**config.mk**
```make
export PLATFORM = sky130hd
export DESIGN_NAME = flag_unit_flat
export DESIGN_NICKNAME = d
export VERILOG_FILES = /design/src/rtl/flag_unit_pkg.sv /design/src/rtl/flag_unit_if.sv /design/src/rtl/flag_unit_compute.sv /design/src/rtl/flag_unit.sv /design/src/flat_wrapper.sv
export SDC_FILE = /design/constraint.sdc
export NUM_CORES = 1
export LEC_CHECK = 0
export ABC_AREA = 1
export CORE_MARGIN = 2
export CORE_UTILIZATION = 23
export DETAILED_ROUTE_END_ITERATION = 10
export HOLD_SLACK_MARGIN = 0.03
export PLACE_DENSITY = 0.79
export SLEW_MARGIN = 20
export SYNTH_ARGS = -nofsm -noshare
export SYNTH_HDL_FRONTEND = slang
export SYNTH_SLANG_ARGS = --single-unit
```
**constraint.sdc**
```tcl
create_clock -name clk -period 1 [get_ports clk]
set_input_delay 0.2 -clock clk [delete_from_list [all_inputs] [get_ports clk]]
set_output_delay 0.2 -clock clk [all_outputs]
set_load 0.005 [all_outputs]
```
**src/rtl/flag_unit_pkg.sv**
```systemverilog
// Shared definitions for the branch-flag producer: opcodes, flag indices,
// unconditional condition code and FSM state type.
package flag_unit_pkg;

  localparam logic [3:0] OP_ADD    = 4'h0;
  localparam logic [3:0] OP_SUB    = 4'h1;
  localparam logic [3:0] OP_XOR    = 4'h2;
  localparam logic [3:0] OP_RED    = 4'h3;
  localparam logic [3:0] OP_SLL    = 4'h4;
  localparam logic [3:0] OP_SRA    = 4'h5;
  localparam logic [3:0] OP_ROR    = 4'h6;
  localparam logic [3:0] OP_PADDSB = 4'h7;
  localparam logic [3:0] OP_LW     = 4'h8;
  localparam logic [3:0] OP_SW     = 4'h9;
  localparam logic [3:0] OP_LLB    = 4'hA;
  localparam logic [3:0] OP_LHB    = 4'hB;
  localparam logic [3:0] OP_B      = 4'hC;
  localparam logic [3:0] OP_BR     = 4'hD;
  localparam logic [3:0] OP_PCS    = 4'hE;
  localparam logic [3:0] OP_HLT    = 4'hF;

  localparam int FLAG_V = 2;
  localparam int FLAG_N = 1;
  localparam int FLAG_Z = 0;

  localparam logic [2:0] COND_UNCOND = 3'b111;

  typedef enum logic {
    RUN  = 1'b0,
    HALT = 1'b1
  } flag_state_t;

  // Per-flag write mask {V,N,Z} for an opcode.
  function automatic logic [2:0] flag_wr_mask(input logic [3:0] op);
    logic [2:0] mask;
    mask = 3'b000;
    unique case (op)
      OP_ADD, OP_SUB:                 mask = 3'b111;
      OP_XOR, OP_SLL, OP_SRA, OP_ROR: mask = 3'b001;
      default:                        mask = 3'b000;
    endcase
    return mask;
  endfunction

endpackage

```
**src/rtl/flag_unit_if.sv**
```systemverilog
// EX/decode to flag-unit bundle. The pipeline side uses the master modport,
// the flag unit uses the slave modport.
interface flag_unit_if #(
  parameter int WIDTH = 16
);
  logic             ex_valid;
  logic             ex_flush;
  logic             pipe_stall;
  logic [3:0]       ex_opcode;
  logic [WIDTH-1:0] ex_result;
  logic             ex_ovfl;
  logic [1:0]       dec_branch;
  logic [2:0]       dec_cond;
  logic [2:0]       F;
  logic [2:0]       F_dec;
  logic             stall_req;
  logic             halted;

  modport master (
    output ex_valid, ex_flush, pipe_stall, ex_opcode, ex_result, ex_ovfl,
           dec_branch, dec_cond,
    input  F, F_dec, stall_req, halted
  );

  modport slave (
    input  ex_valid, ex_flush, pipe_stall, ex_opcode, ex_result, ex_ovfl,
           dec_branch, dec_cond,
    output F, F_dec, stall_req, halted
  );
endinterface

```
**src/rtl/flag_unit_compute.sv**
```systemverilog
// flag_compute: combinational {V,N,Z} values and per-flag write enables for
// one EX instruction; shared by the register write and the forward path.
module flag_compute
  import flag_unit_pkg::*;
#(
  parameter int WIDTH = 16
) (
  input  logic [3:0]       i_opcode,
  input  logic [WIDTH-1:0] i_result,
  input  logic             i_ovfl,
  output logic [2:0]       o_flags,
  output logic [2:0]       o_we
);

  // NOTE: every output of a combinational block gets a default first so no
  // path leaves it unassigned and a latch is inferred.
  always_comb begin
    o_flags         = 3'b000;
    o_flags[FLAG_Z] = ~|i_result;
    o_flags[FLAG_N] = i_result[WIDTH-1];
    o_flags[FLAG_V] = i_ovfl;
    o_we            = flag_wr_mask(i_opcode);
  end

endmodule

```
**src/rtl/flag_unit.sv**
```systemverilog
// flag_unit: architectural V/N/Z register, decode-stage flag supply and
// stale-flag stall request. Build option FLAG_FWD_EN forwards EX flags to
// decode instead of stalling.
module flag_unit
  import flag_unit_pkg::*;
#(
  parameter int         WIDTH       = 16,
  parameter logic [2:0] RESET_FLAGS = 3'b000
) (
  input logic          clk,
  input logic          rst_n,
  flag_unit_if.slave   bus
);

  flag_state_t r_state;
  logic [2:0]  r_flags;
  logic        r_halted;

  logic [2:0]  w_new;
  logic [2:0]  w_we;
  logic        w_live;
  logic        w_retire;
  logic        w_wr;
  logic        w_is_branch;
  logic        w_hz;
  logic [2:0]  w_f_dec;

  flag_compute #(.WIDTH(WIDTH)) u_compute (
    .i_opcode (bus.ex_opcode),
    .i_result (bus.ex_result),
    .i_ovfl   (bus.ex_ovfl),
    .o_flags  (w_new),
    .o_we     (w_we)
  );

  // A live EX instruction exists while running; it retires only when not held.
  assign w_live   = bus.ex_valid & ~bus.ex_flush & (r_state == RUN);
  assign w_retire = w_live & ~bus.pipe_stall;
  assign w_wr     = w_retire;

  always_comb begin
    w_is_branch = 1'b0;
    unique case (bus.dec_branch)
      2'b10, 2'b11: w_is_branch = 1'b1;
      default:      w_is_branch = 1'b0;
    endcase
  end

  // Hazard ignores pipe_stall: a held writer has still not updated F.
  assign w_hz = w_is_branch & (bus.dec_cond != COND_UNCOND) & w_live & (|w_we);

  // NOTE: state registers use non-blocking assignments and an asynchronous
  // active-low reset so every output returns to reset values immediately.
  always_ff @(posedge clk or negedge rst_n) begin
    if (!rst_n) begin
      r_state  <= RUN;
      r_flags  <= RESET_FLAGS;
      r_halted <= 1'b0;
    end else begin
      unique case (r_state)
        RUN: begin
          for (int i = 0; i < 3; i++) begin
            if (w_wr && w_we[i]) r_flags[i] <= w_new[i];
          end
          if (w_retire && (bus.ex_opcode == OP_HLT)) begin
            r_state  <= HALT;
            r_halted <= 1'b1;
          end
        end
        HALT: begin
          r_state  <= HALT;
          r_halted <= 1'b1;
        end
        default: begin
          r_state  <= RUN;
          r_halted <= 1'b0;
        end
      endcase
    end
  end

`ifdef FLAG_FWD_EN
  always_comb begin
    w_f_dec = r_flags;
    for (int i = 0; i < 3; i++) begin
      if (w_hz && w_we[i]) w_f_dec[i] = w_new[i];
    end
  end
  assign bus.stall_req = 1'b0;
`else
  // Without forwarding, decode waits one cycle while the writer retires.
  assign w_f_dec       = r_flags;
  assign bus.stall_req = w_hz;
`endif

  assign bus.F      = r_flags;
  assign bus.F_dec  = w_f_dec;
  assign bus.halted = r_halted;

endmodule

```
**src/flat_wrapper.sv**
```systemverilog
// flat-port wrapper written by rule: the top's interface ports become plain ports
module flag_unit_flat import flag_unit_pkg::*;
#(
  parameter int         WIDTH       = 16,
  parameter logic [2:0] RESET_FLAGS = 3'b000
)
  (clk, rst_n, bus_ex_valid, bus_ex_flush, bus_pipe_stall, bus_ex_opcode, bus_ex_result, bus_ex_ovfl, bus_dec_branch, bus_dec_cond, bus_F, bus_F_dec, bus_stall_req, bus_halted);
  flag_unit_if #(.WIDTH(WIDTH)) bus_i ();
  input logic clk;
  input logic rst_n;
  input wire logic [$bits(bus_i.ex_valid)-1:0] bus_ex_valid;
  input wire logic [$bits(bus_i.ex_flush)-1:0] bus_ex_flush;
  input wire logic [$bits(bus_i.pipe_stall)-1:0] bus_pipe_stall;
  input wire logic [$bits(bus_i.ex_opcode)-1:0] bus_ex_opcode;
  input wire logic [$bits(bus_i.ex_result)-1:0] bus_ex_result;
  input wire logic [$bits(bus_i.ex_ovfl)-1:0] bus_ex_ovfl;
  input wire logic [$bits(bus_i.dec_branch)-1:0] bus_dec_branch;
  input wire logic [$bits(bus_i.dec_cond)-1:0] bus_dec_cond;
  output wire logic [$bits(bus_i.F)-1:0] bus_F;
  output wire logic [$bits(bus_i.F_dec)-1:0] bus_F_dec;
  output wire logic [$bits(bus_i.stall_req)-1:0] bus_stall_req;
  output wire logic [$bits(bus_i.halted)-1:0] bus_halted;
  assign bus_i.ex_valid = bus_ex_valid;
  assign bus_i.ex_flush = bus_ex_flush;
  assign bus_i.pipe_stall = bus_pipe_stall;
  assign bus_i.ex_opcode = bus_ex_opcode;
  assign bus_i.ex_result = bus_ex_result;
  assign bus_i.ex_ovfl = bus_ex_ovfl;
  assign bus_i.dec_branch = bus_dec_branch;
  assign bus_i.dec_cond = bus_dec_cond;
  assign bus_F = bus_i.F;
  assign bus_F_dec = bus_i.F_dec;
  assign bus_stall_req = bus_i.stall_req;
  assign bus_halted = bus_i.halted;
  flag_unit #(.WIDTH(WIDTH), .RESET_FLAGS(RESET_FLAGS)) u_core (.clk(clk), .rst_n(rst_n), .bus(bus_i));
endmodule
```
==> run_results.csv, run 1 <==
group,metric,value,unit
status,run_status,"finished with violations",
status,violations_in_the_final_reports,"negative setup slack",
layout,mostFrequentLayoutCells,"27 x sky130_fd_sc_hd__clkdlybuf4s50_1, 13 x sky130_fd_sc_hd__nand2_1, 13 x sky130_fd_sc_hd__nor2_1, 11 x sky130_fd_sc_hd__buf_4, 7 x sky130_fd_sc_hd__buf_2",
power_and_ir_drop,cellPowerDensity,748,mW/mm^2
die,top_level_ports,39,
routing,wire_per_inst,9.55,microns
critical_path,r2r_setup_slack,-40,ps
global_routing,globalRoute.totalOverflow,0,
critical_path,crit_path_start_kind,"input port",
worst_hold_path,min-delay-path-class,"input port to async pin",
clocking,cts_tree,"done",
die,fp.dieArea,0.00177,sq mm
synthesis,synth_simple_gate_area_share,46.8,%
placement,routabilityCongestion,0.664,
layout,synthToLayoutAreaGrowth,146,%
sta,timing.fmax,0.770,GHz
critical_path,rr_worst_depth,5,
die,placement_rows,13,
routing,drc,0,
synthesis,netlist_area_before_placement,334,sq um
synthesis,synth.distinct_cells,10,
synthesis,synthXorXnorAreaFrac,0,%
clocking,cts_root_buf,"sky130_fd_sc_hd__clkbuf_4",
sta,setup_viol_count_final,7,
sta,timing.clock.skew,4.71,ps
layout,final_common_cell,"sky130_fd_sc_hd__clkdlybuf4s50_1",
synthesis,syn_area_per_cell,6.42,sq um
die,chipHeight,42.1,microns
synthesis,synth_top_family_by_area,"simple AND/OR/NAND/NOR gates",
synthesis,netlist.top_cell.by_area,"sky130_fd_sc_hd__dfrtp_1",
routing,route.vias.total,510,
sta,fin_crit,1300,ps
synthesis,synth_fa_ha_area_share,0,%
routing,initialDrtViolationCount,2,
synthesis,synth_nets,83,
synthesis,ys_seq_elements,5,
routing,route.antenna.remaining_nets,0,
global_routing,vias_in_the_first_global_route,485,
global_routing,track_usage,14.6,%
layout,n_antenna_cell,0,
synthesis,synthesis.instances,52,
clocking,cts_inserted_buffers,3,
critical_path,required,800,ps
synthesis,ys_warn_count,0,
die,fp.coreArea,0.00133,sq mm
job,drv.max_cap_violation_count,0,
critical_path,timing.rr.start,"u_core.r_state",
critical_path,r2r_end,"u_core.bus.F[2]",
sta,setup_ws,-299,ps
global_routing,wire_length_of_the_first_global_routing_pass,1.90,mm
die,die_width,42.1,microns
placement,hpwl,887,microns
layout,nFillCells,135,
critical_path,cp_max_fo,2,
synthesis,yosysSeqAreaShare,37.5,%
clocking,clk_transition_reported_paths,50,ps
routing,route.detailed.vias_per_inst,4.36,
synthesis,yosys-top-cells-area,"sky130_fd_sc_hd__dfrtp_1 37%, sky130_fd_sc_hd__nand2_1 17%, sky130_fd_sc_hd__nor2_1 16%",
layout,footprint_of_the_multi_input_gates,204,sq um
synthesis,synthMuxAreaShare,0,%
routing,postRouteWirelength,1.12,mm
die,initial_core_util,25.0,%
layout,drive_gt1_share,31.4,%
critical_path,crit_type,"input port to output port",
sta,final.period_utilization,130,%
clocking,number_of_hold_buffers_added_after_cts,0,
placement,placement.setup.worst_slack,-694,ps
placement,placement.io_buffers,37,
sta,setup_repair_after_global_routing_missed_its_margin,"yes",
sta,final_hold_viol_count,0,
sta,slew_headroom,84.2,%
layout,final-seq-area,125,sq um
routing,drt_pre_antenna_iters,2,
clocking,insertion_delay,250,ps
global_routing,antenna_found_initial,0,
power_and_ir_drop,cellLeakagePower,0.000401,uW
power_and_ir_drop,worst_ir_drop_vdd,0.508,mV
synthesis,synthesized_area_fraction_occupied_by_ao_oa_aoi_and_oai_cells,4.49,%
layout,nets,134,
critical_path,signal_arrival_time_at_the_worst_endpoint,1100,ps
clocking,cts.sinks,5,
global_routing,grt_start_max_net_pins,6,
synthesis,synth_top_area_share,37.5,%
clocking,cts-htree-levels,1,
critical_path,worstSetupEndpointType,"output port",
sta,slew_violations,0,
layout,finish.utilization,61.5,%
sta,worst_slew_pin_tran,237,ps
power_and_ir_drop,power.total,614,uW
clocking,clockBufferDepth,2,
## routing by layer
| metal | track usage [%] | part of all wire (%) | up-vias |
|---|---|---|---|
| met1 | 11.9 | 32 | 223 |
| met4 | 3.75 | 0 | 0 |
| met2 | 27.8 | 57 | 23 |
| li1 | - | - | 264 |
| met3 | 10.3 | 11 | 0 |
| met5 | 0 | 0 | - |
## sequential cells by signal, indices dropped and copies added (netlist names)
signal             flops
u_core.bus.F           3
u_core.bus.halted      1
u_core.r_state         1
## Yosys cell counts, drive strengths merged
cell type,count
buf,3
nand2,15
nor3,1
nor2,16
inv,4
dfrtp,5
nand3,5
o21ai,3
## what timing repair did
| action | 4_1_cts | 5_1_grt |
|---|---|---|
| hold endpoints to repair | 0 | 0 |
| setup endpoints to repair | 11 | 11 |
| resized for setup | 41 | 6 |
| pin swaps | 6 | 5 |
| buffers inserted | 6 | 4 |
## where the power goes
part           total, uW  switching (uW)  leakage (uW)  internal (uW)
Clock                242            91.0     0.0000150            151
Combinational        168            44.8      0.000326            123
Sequential           204           0.287     0.0000594            203
Total                614             136      0.000401            478
## through the flow
step           cell area, sq um  setup TNS (ps)  std cells  hold WS (ps)
3_5_place_dp                738           -2250        106           442
6_report                    821            -532        117           176
5_1_grt                     821           -1050        117           179
2_1_floorplan               334               0         52         -95.6
3_3_place_gp                738           -2130        106           434
4_1_cts                     777            -405        114           176
## logic make-up (layout without fill, tap and decap cells)
| family | Yosys count | after routing |
|---|---|---|
| AND/OR/NAND/NOR | 37 | 37 |
| buffers and inverters | 7 | 57 |
| flip-flops | 5 | 5 |
| AO/OA/AOI/OAI | 3 | 3 |
## worst max path at each step
stage                     to        startpoint  cells after the start  slack (ps)
6_report       bus_stall_req      bus_ex_flush                      5        -300
5_1_grt        bus_stall_req    u_core.r_state                      4        -400
4_1_cts        bus_stall_req    u_core.r_state                      4        -280
3_5_place_dp   bus_stall_req  bus_ex_opcode[1]                      5        -690
3_3_place_gp   bus_stall_req      bus_ex_flush                      5        -690
2_1_floorplan  bus_stall_req    u_core.r_state                      3          40
## critical path, stage by stage
cell and delay [ps]:
sky130_fd_sc_hd__clkdlybuf4s50_1 420, sky130_fd_sc_hd__nor2_2 130, sky130_fd_sc_hd__nand2_1 80, sky130_fd_sc_hd__nor3_1 140
sky130_fd_sc_hd__buf_2 140
## layout make-up
cell class / count / area share (%)
clock buffer: 4 / 3.20
inverter: 4 / 1.83
timing repair buffer: 49 / 52.6
tap: 15 / 2.29
multi-input combinational: 40 / 24.8
sequential: 5 / 15.2
No activity file was read; power rests on OpenSTA's default activity.
==> run 2, diff against run 1 <==
Settings changed: ABC_AREA 1 to default, CAP_MARGIN from default to 20, CORE_UTILIZATION 23 to 21, PLACE_DENSITY 0.79 to 0.77.
==> run_results.csv, run 2 <==
group,metric,value,unit
synthesis,synth_enable_flop_cells,0,
global_routing,wire_length_of_the_first_global_routing_pass,1.86,mm
synthesis,synth_fa_ha_area_share,0,%
routing,drt_pre_antenna_iters,4,
die,initial_core_util,22.8,%
sta,timing.clock.skew,2.59,ps
sta,fin_tns_setup,-1280,ps
global_routing,antenna_found_initial,0,
layout,nets,109,
synthesis,synth_nets,61,
die,die_width,42.1,microns
placement,placement.setup.worst_slack,-706,ps
synthesis,yosys.cell_count.top_type,"sky130_fd_sc_hd__dfrtp_1",
layout,synthToLayoutAreaGrowth,148,%
synthesis,yosys-top-cells-area,"sky130_fd_sc_hd__dfrtp_1 41%, sky130_fd_sc_hd__nor4_1 8.2%, sky130_fd_sc_hd__nor4b_4 7.8%",
synthesis,synthXorXnorAreaFrac,0,%
synthesis,synthTopCellsByCount,"5 x sky130_fd_sc_hd__dfrtp_1, 4 x sky130_fd_sc_hd__nor4_1, 3 x sky130_fd_sc_hd__buf_4",
synthesis,syn_area_per_cell,10.1,sq um
clocking,cts_tree,"done",
layout,drive_gt1_share,36.4,%
routing,wire_per_inst,11.4,microns
sta,fin_crit,1290,ps
layout,nFillCells,134,
routing,drc,0,
clocking,cts-htree-levels,1,
clocking,clk_transition_reported_paths,40,ps
synthesis,synth_top_family_by_area,"simple AND/OR/NAND/NOR gates",
synthesis,ys_seq_elements,5,
global_routing,globalRoute.totalOverflow,0,
layout,largest_register_ffs,3,
clocking,insertion_delay,240,ps
status,run_status,"finished with violations",
layout,n_antenna_cell,0,
sta,setup_viol_count_final,7,
critical_path,cp_max_fo,2,
clocking,clockBufferDepth,2,
routing,initialDrtViolationCount,4,
layout,final_common_cell,"sky130_fd_sc_hd__clkdlybuf4s50_1",
synthesis,ys_warn_count,0,
routing,route.antenna.remaining_nets,0,
clocking,cts_inserted_buffers,3,
critical_path,worstSetupEndpointType,"flop",
synthesis,synthesis.instances,30,
placement,hpwl,897,microns
global_routing,vias_in_the_first_global_route,445,
placement,routabilityCongestion,0.654,
power_and_ir_drop,cellPowerDensity,1030,mW/mm^2
clocking,cts.sinks,5,
global_routing,track_usage,14.0,%
layout,mostFrequentLayoutCells,"25 x sky130_fd_sc_hd__clkdlybuf4s50_1, 7 x sky130_fd_sc_hd__buf_2, 6 x sky130_fd_sc_hd__buf_4, 5 x sky130_fd_sc_hd__dfrtp_1",
sta,worst_slew_pin_tran,267,ps
sta,timing.fmax,0.773,GHz
synthesis,synthesized_area_fraction_occupied_by_ao_oa_aoi_and_oai_cells,4.53,%
critical_path,required,1120,ps
global_routing,grt_start_max_net_pins,6,
synthesis,netlist_area_before_placement,304,sq um
sta,final_hold_viol_count,0,
job,drv.max_cap_violation_count,0,
die,fp.dieArea,0.00177,sq mm
sta,setup_repair_after_global_routing_missed_its_margin,"yes",
power_and_ir_drop,worst_ir_drop_vdd,0.567,mV
clocking,cts_root_buf,"sky130_fd_sc_hd__clkbuf_4",
synthesis,synth_simple_gate_area_share,35.0,%
critical_path,crit_path_start_kind,"flop",
synthesis,synthMuxAreaShare,10.7,%
die,placement_rows,13,
power_and_ir_drop,cellLeakagePower,0.000346,uW
sta,slew_violations,0,
placement,placement.io_buffers,37,
die,top_level_ports,39,
routing,route.vias.total,410,
layout,finish.utilization,56.5,%
routing,route.detailed.vias_per_inst,4.46,
synthesis,synth.distinct_cells,17,
synthesis,async_set_or_reset_flop_fraction_in_the_synthesized_netlist,100,%
routing,postRouteWirelength,1.05,mm
synthesis,synth_top_flop_cell,"sky130_fd_sc_hd__dfrtp_1",
clocking,number_of_hold_buffers_added_after_cts,0,
sta,final.period_utilization,129,%
worst_hold_path,min-delay-path-class,"input port to async pin",
critical_path,signal_arrival_time_at_the_worst_endpoint,1410,ps
sta,setup_ws,-293,ps
synthesis,synth_top_area_share,41.2,%
sta,slew_headroom,82.1,%
synthesis,yosysSeqAreaShare,41.2,%
status,violations_in_the_final_reports,"negative setup slack",
die,chipHeight,42.1,microns
synthesis,netlist.top_cell.by_area,"sky130_fd_sc_hd__dfrtp_1",
critical_path,crit_type,"flop to flop",
die,fp.coreArea,0.00133,sq mm
==> run 2: cell count changes in the layout (fill, tap and decap cells not counted), sizes merged, moves of 2 or more <==
cell,before,now
nor4,0,4
inv,4,1
o21ai,3,0
dlygate4sd2,1,4
nand3,5,2
mux2,0,2
clkdlybuf4s50,27,25
nand2,15,3
buf,20,17
nor2,16,2
==> run 2: metal layers <==
layer | wire length (microns) | share of wire, % | global-route usage [%]
met4 | 11 | 1.1 | 7.50
met5 | 0 | 0 | 0
met3 | 136 | 13 | 5.60
met2 | 549 | 52 | 24.1
met1 | 349 | 33 | 14.5
==> run 2: kinds of logic (layout without fill, tap and decap cells) <==
group	after synthesis	count (layout)
AND/OR/NAND/NOR	16	16
multiplexers	3	3
buffers and inverters	4	51
flip-flops	5	5
AO/OA/AOI/OAI	2	2
==> run 2: final cells by class <==
type	count	area (sq um)	area share, %
Inverter	1	3.75	0.498
Multi-Input combinational cell	21	169	22.4
Tap cell	15	18.8	2.49
Sequential cell	5	125	16.6
Timing Repair Buffer	46	410	54.5
Clock buffer	4	26.3	3.49
==> run 2: what timing repair did <==
action                     in CTS  in global routing
setup endpoints to repair      13                  7
pin swaps                       5                  5
buffers inserted                5                  0
resized for setup              43                  2
==> run 2: critical path, stage by stage, from the launching register on <==
cell	delay [ps]
sky130_fd_sc_hd__dfrtp_1	380
sky130_fd_sc_hd__buf_6	120
sky130_fd_sc_hd__nor4b_4	250
sky130_fd_sc_hd__nand2_2	110
sky130_fd_sc_hd__mux2_4	310
==> run 2: power breakdown <==
group	internal [uW]	switching (uW)	total (uW)
Combinational	213	84.5	298
Clock	151	80.0	231
Sequential	231	18.2	249
Total	595	183	778
==> run 2: path summary, 6_finish.rpt <==
path / start / endpoint / slack, ps / cells after the start
max: u_core.r_state / u_core.bus.F[2] / -290 / 4
min: rst_n / u_core.r_state / 180 / 1
max reg2reg: u_core.r_state / u_core.bus.F[2] / -290 / 4
min reg2reg: u_core.bus.F[1] / u_core.bus.F[1] / 530 / 1
max in group asynchronous: rst_n / u_core.bus.F[1] / 630 / 1
min in group clk: u_core.bus.F[1] / u_core.bus.F[1] / 530 / 1
==> run 2: through the flow <==
| step | power [uW] | cells | hold slack [ps] | instance area, sq um |
|---|---|---|---|---|
| floorplan | 331 | 30 | -95.6 | 307 |
| global placement | 536 | 84 | 435 | 711 |
| detailed placement | 542 | 84 | 441 | 711 |
| CTS | 813 | 93 | 182 | 769 |
| global route | 836 | 92 | 192 | 753 |
| finish | 778 | 92 | 179 | 753 |
==> run 3, diff against run 2 <==
Settings changed: CORE_AREA from default to 2 2 39 41, CORE_MARGIN 2 to default, CORE_UTILIZATION 21 to default, DIE_AREA from default to 0 0 41 43, MAX_ROUTING_LAYER from default to met4, PLACE_DENSITY 0.77 to 0.8.
Clock period 1 ns to 1.4 ns, I/O delays scaled along.
==> run_results.csv, run 3 (synthesis gave the netlist of run 2 again) <==
group,metric,value,unit
sta,setup_ws,51.6,ps
layout,drive_gt1_share,19.2,%
critical_path,crit_type,"flop to flop",
global_routing,wire_length_of_the_first_global_routing_pass,1.44,mm
clocking,cts_tree,"done",
critical_path,critical-path-top-delay-family,"simple AND/OR/NAND/NOR gates",
layout,nFillCells,133,
critical_path,worstSetupEndpointType,"flop",
critical_path,rr_worst_depth,4,
sta,fin_tns_setup,0,ps
die,chipHeight,43,microns
layout,postLayoutCellArea,739,sq um
global_routing,antenna_found_initial,0,
die,die_width,41,microns
placement,placement.io_buffers,37,
global_routing,grt_start_max_net_pins,6,
clocking,insertion_delay,240,ps
routing,route.antenna.remaining_nets,0,
routing,initialDrtViolationCount,3,
die,fp.coreArea,0.00138,sq mm
layout,final-seq-area,125,sq um
layout,footprint_of_the_multi_input_gates,156,sq um
clocking,cts-htree-levels,1,
clocking,cts_inserted_buffers,3,
job,drv.max_cap_violation_count,0,
global_routing,globalRoute.totalOverflow,0,
power_and_ir_drop,p_sw_share,22.7,%
placement,routabilityCongestion,0.619,
sta,slew_headroom,81.8,%
routing,drt_pre_antenna_iters,2,
worst_hold_path,min-delay-path-class,"input port to async pin",
placement,placedCellCount,83,
layout,n_antenna_cell,0,
critical_path,crit_buf_inv,1,
power_and_ir_drop,worst_ir_drop_vdd,0.317,mV
power_and_ir_drop,pwr-share-clk,31.2,%
layout,largest_register_ffs,3,
critical_path,cp_peak_stage_delay,370,ps
sta,final_hold_viol_count,0,
placement,placement.setup.worst_slack,-497,ps
sta,setup_repair_after_global_routing_missed_its_margin,"yes",
die,initial_core_util,22.0,%
power_and_ir_drop,proportion_of_power_drawn_by_flip_flops_and_latches,33.4,%
global_routing,vias_in_the_first_global_route,419,
critical_path,cp_max_fo,2,
critical_path,cpMaxStageDelayCell,"sky130_fd_sc_hd__dfrtp_1",
critical_path,crit_path_start_kind,"flop",
sta,final.period_utilization,96.3,%
sta,final.hold.worst_slack,260,ps
clocking,number_of_hold_buffers_added_after_cts,0,
routing,drc,0,
sta,worst_slew_pin_tran,271,ps
critical_path,signal_arrival_time_at_the_worst_endpoint,1470,ps
die,placement_rows,14,
power_and_ir_drop,combinationalPowerShare,35.4,%
sta,slew_violations,0,
critical_path,critical_path_cell_count,4,
sta,timing.clock.skew,1.62,ps
status,run_status,"finished clean",
layout,final_common_cell,"sky130_fd_sc_hd__clkdlybuf4s50_1",
routing,wire_per_inst,10.0,microns
routing,route.vias.total,394,
clocking,clockBufferDepth,2,
placement,hpwl,766,microns
clocking,cts_root_buf,"sky130_fd_sc_hd__clkbuf_4",
placement,post_place_cell_area,694,sq um
sta,setup_viol_count_final,0,
critical_path,crit_path_cell_trace,"buf_4 > nor4b_4 > nand2_2 > mux2_1",
sta,timing.fmax,0.742,GHz
layout,nets,105,
sta,fin_crit,1350,ps
clocking,clk_transition_reported_paths,40,ps
clocking,cts.sinks,5,
layout,synthToLayoutAreaGrowth,143,%
die,fp.dieArea,0.00176,sq mm
routing,route.detailed.vias_per_inst,4.43,
global_routing,track_usage,12.8,%
critical_path,required,1520,ps
layout,layoutNonFillerInstCount,89,
die,top_level_ports,39,
power_and_ir_drop,cellLeakagePower,0.000371,uW
power_and_ir_drop,p_switching,120,uW
power_and_ir_drop,intPower,408,uW
layout,mostFrequentLayoutCells,"25 x sky130_fd_sc_hd__clkdlybuf4s50_1, 6 x sky130_fd_sc_hd__dlygate4sd2_1, 5 x sky130_fd_sc_hd__dlymetal6s2s_1, 5 x sky130_fd_sc_hd__buf_4, 5 x sky130_fd_sc_hd__dfrtp_1",
power_and_ir_drop,cellPowerDensity,714,mW/mm^2
routing,postRouteWirelength,894,microns
run 3: metrics by stage:
stage | util [%] | power, uW
finish | 53.4 | 528
CTS | 52.0 | 544
global route | 53.4 | 569
global placement | 50.2 | 377
floorplan | - | 236
detailed placement | 50.2 | 381
run 3: area by class of cell:
class | count | share of cell area (%)
Clock buffer | 4 | 3.55
Inverter | 1 | 0.508
Multi-Input combinational cell | 21 | 21.2
Timing Repair Buffer | 42 | 55.2
Tap cell | 16 | 2.71
Sequential cell | 5 | 16.9
run 3: path summary, 6_finish.rpt:
check | slack, ps | to | startpoint
worst max-delay path | 50 | u_core.bus.F[2] | u_core.r_state
worst min-delay path | 260 | u_core.bus.F[0] | rst_n
worst max register to register | 50 | u_core.bus.F[2] | u_core.r_state
worst min register to register | 470 | u_core.bus.halted | u_core.bus.halted
max in group asynchronous | 950 | u_core.r_state | rst_n
min in group clk | 470 | u_core.bus.halted | u_core.bus.halted
run 3: timing repair:
item | CTS | global route
buffers inserted | 1 | 1
pin swaps | 2 | 1
endpoints found under the setup margin | 6 | 7
gates cloned | 0 | 0
gates resized for setup | 11 | 5
run 3: worst register-to-register path: stages (launching register included):
cell and delay, ps:
sky130_fd_sc_hd__dfrtp_1 370, sky130_fd_sc_hd__buf_4 140, sky130_fd_sc_hd__nor4b_4 310, sky130_fd_sc_hd__nand2_2 100, sky130_fd_sc_hd__mux2_1 310
run 3: metal layers:
metal / vias up / share of wire (%) / global-route usage [%]
met5: - / 0 / -
met3: 2 / 12 / 3.66
met2: 24 / 54 / 20.3
li1: 194 / - / -
met1: 174 / 33 / 10.9
met4: 0 / 1.5 / 12.0
run 3: power by group through the flow:
stage	clock (uW)	sequential [uW]	combinational (uW)
2_1_floorplan	0	184	52.1
3_3_place_gp	0	180	197
3_5_place_dp	0	180	201
4_1_cts	172	178	194
5_1_grt	186	180	203
6_report	165	176	187
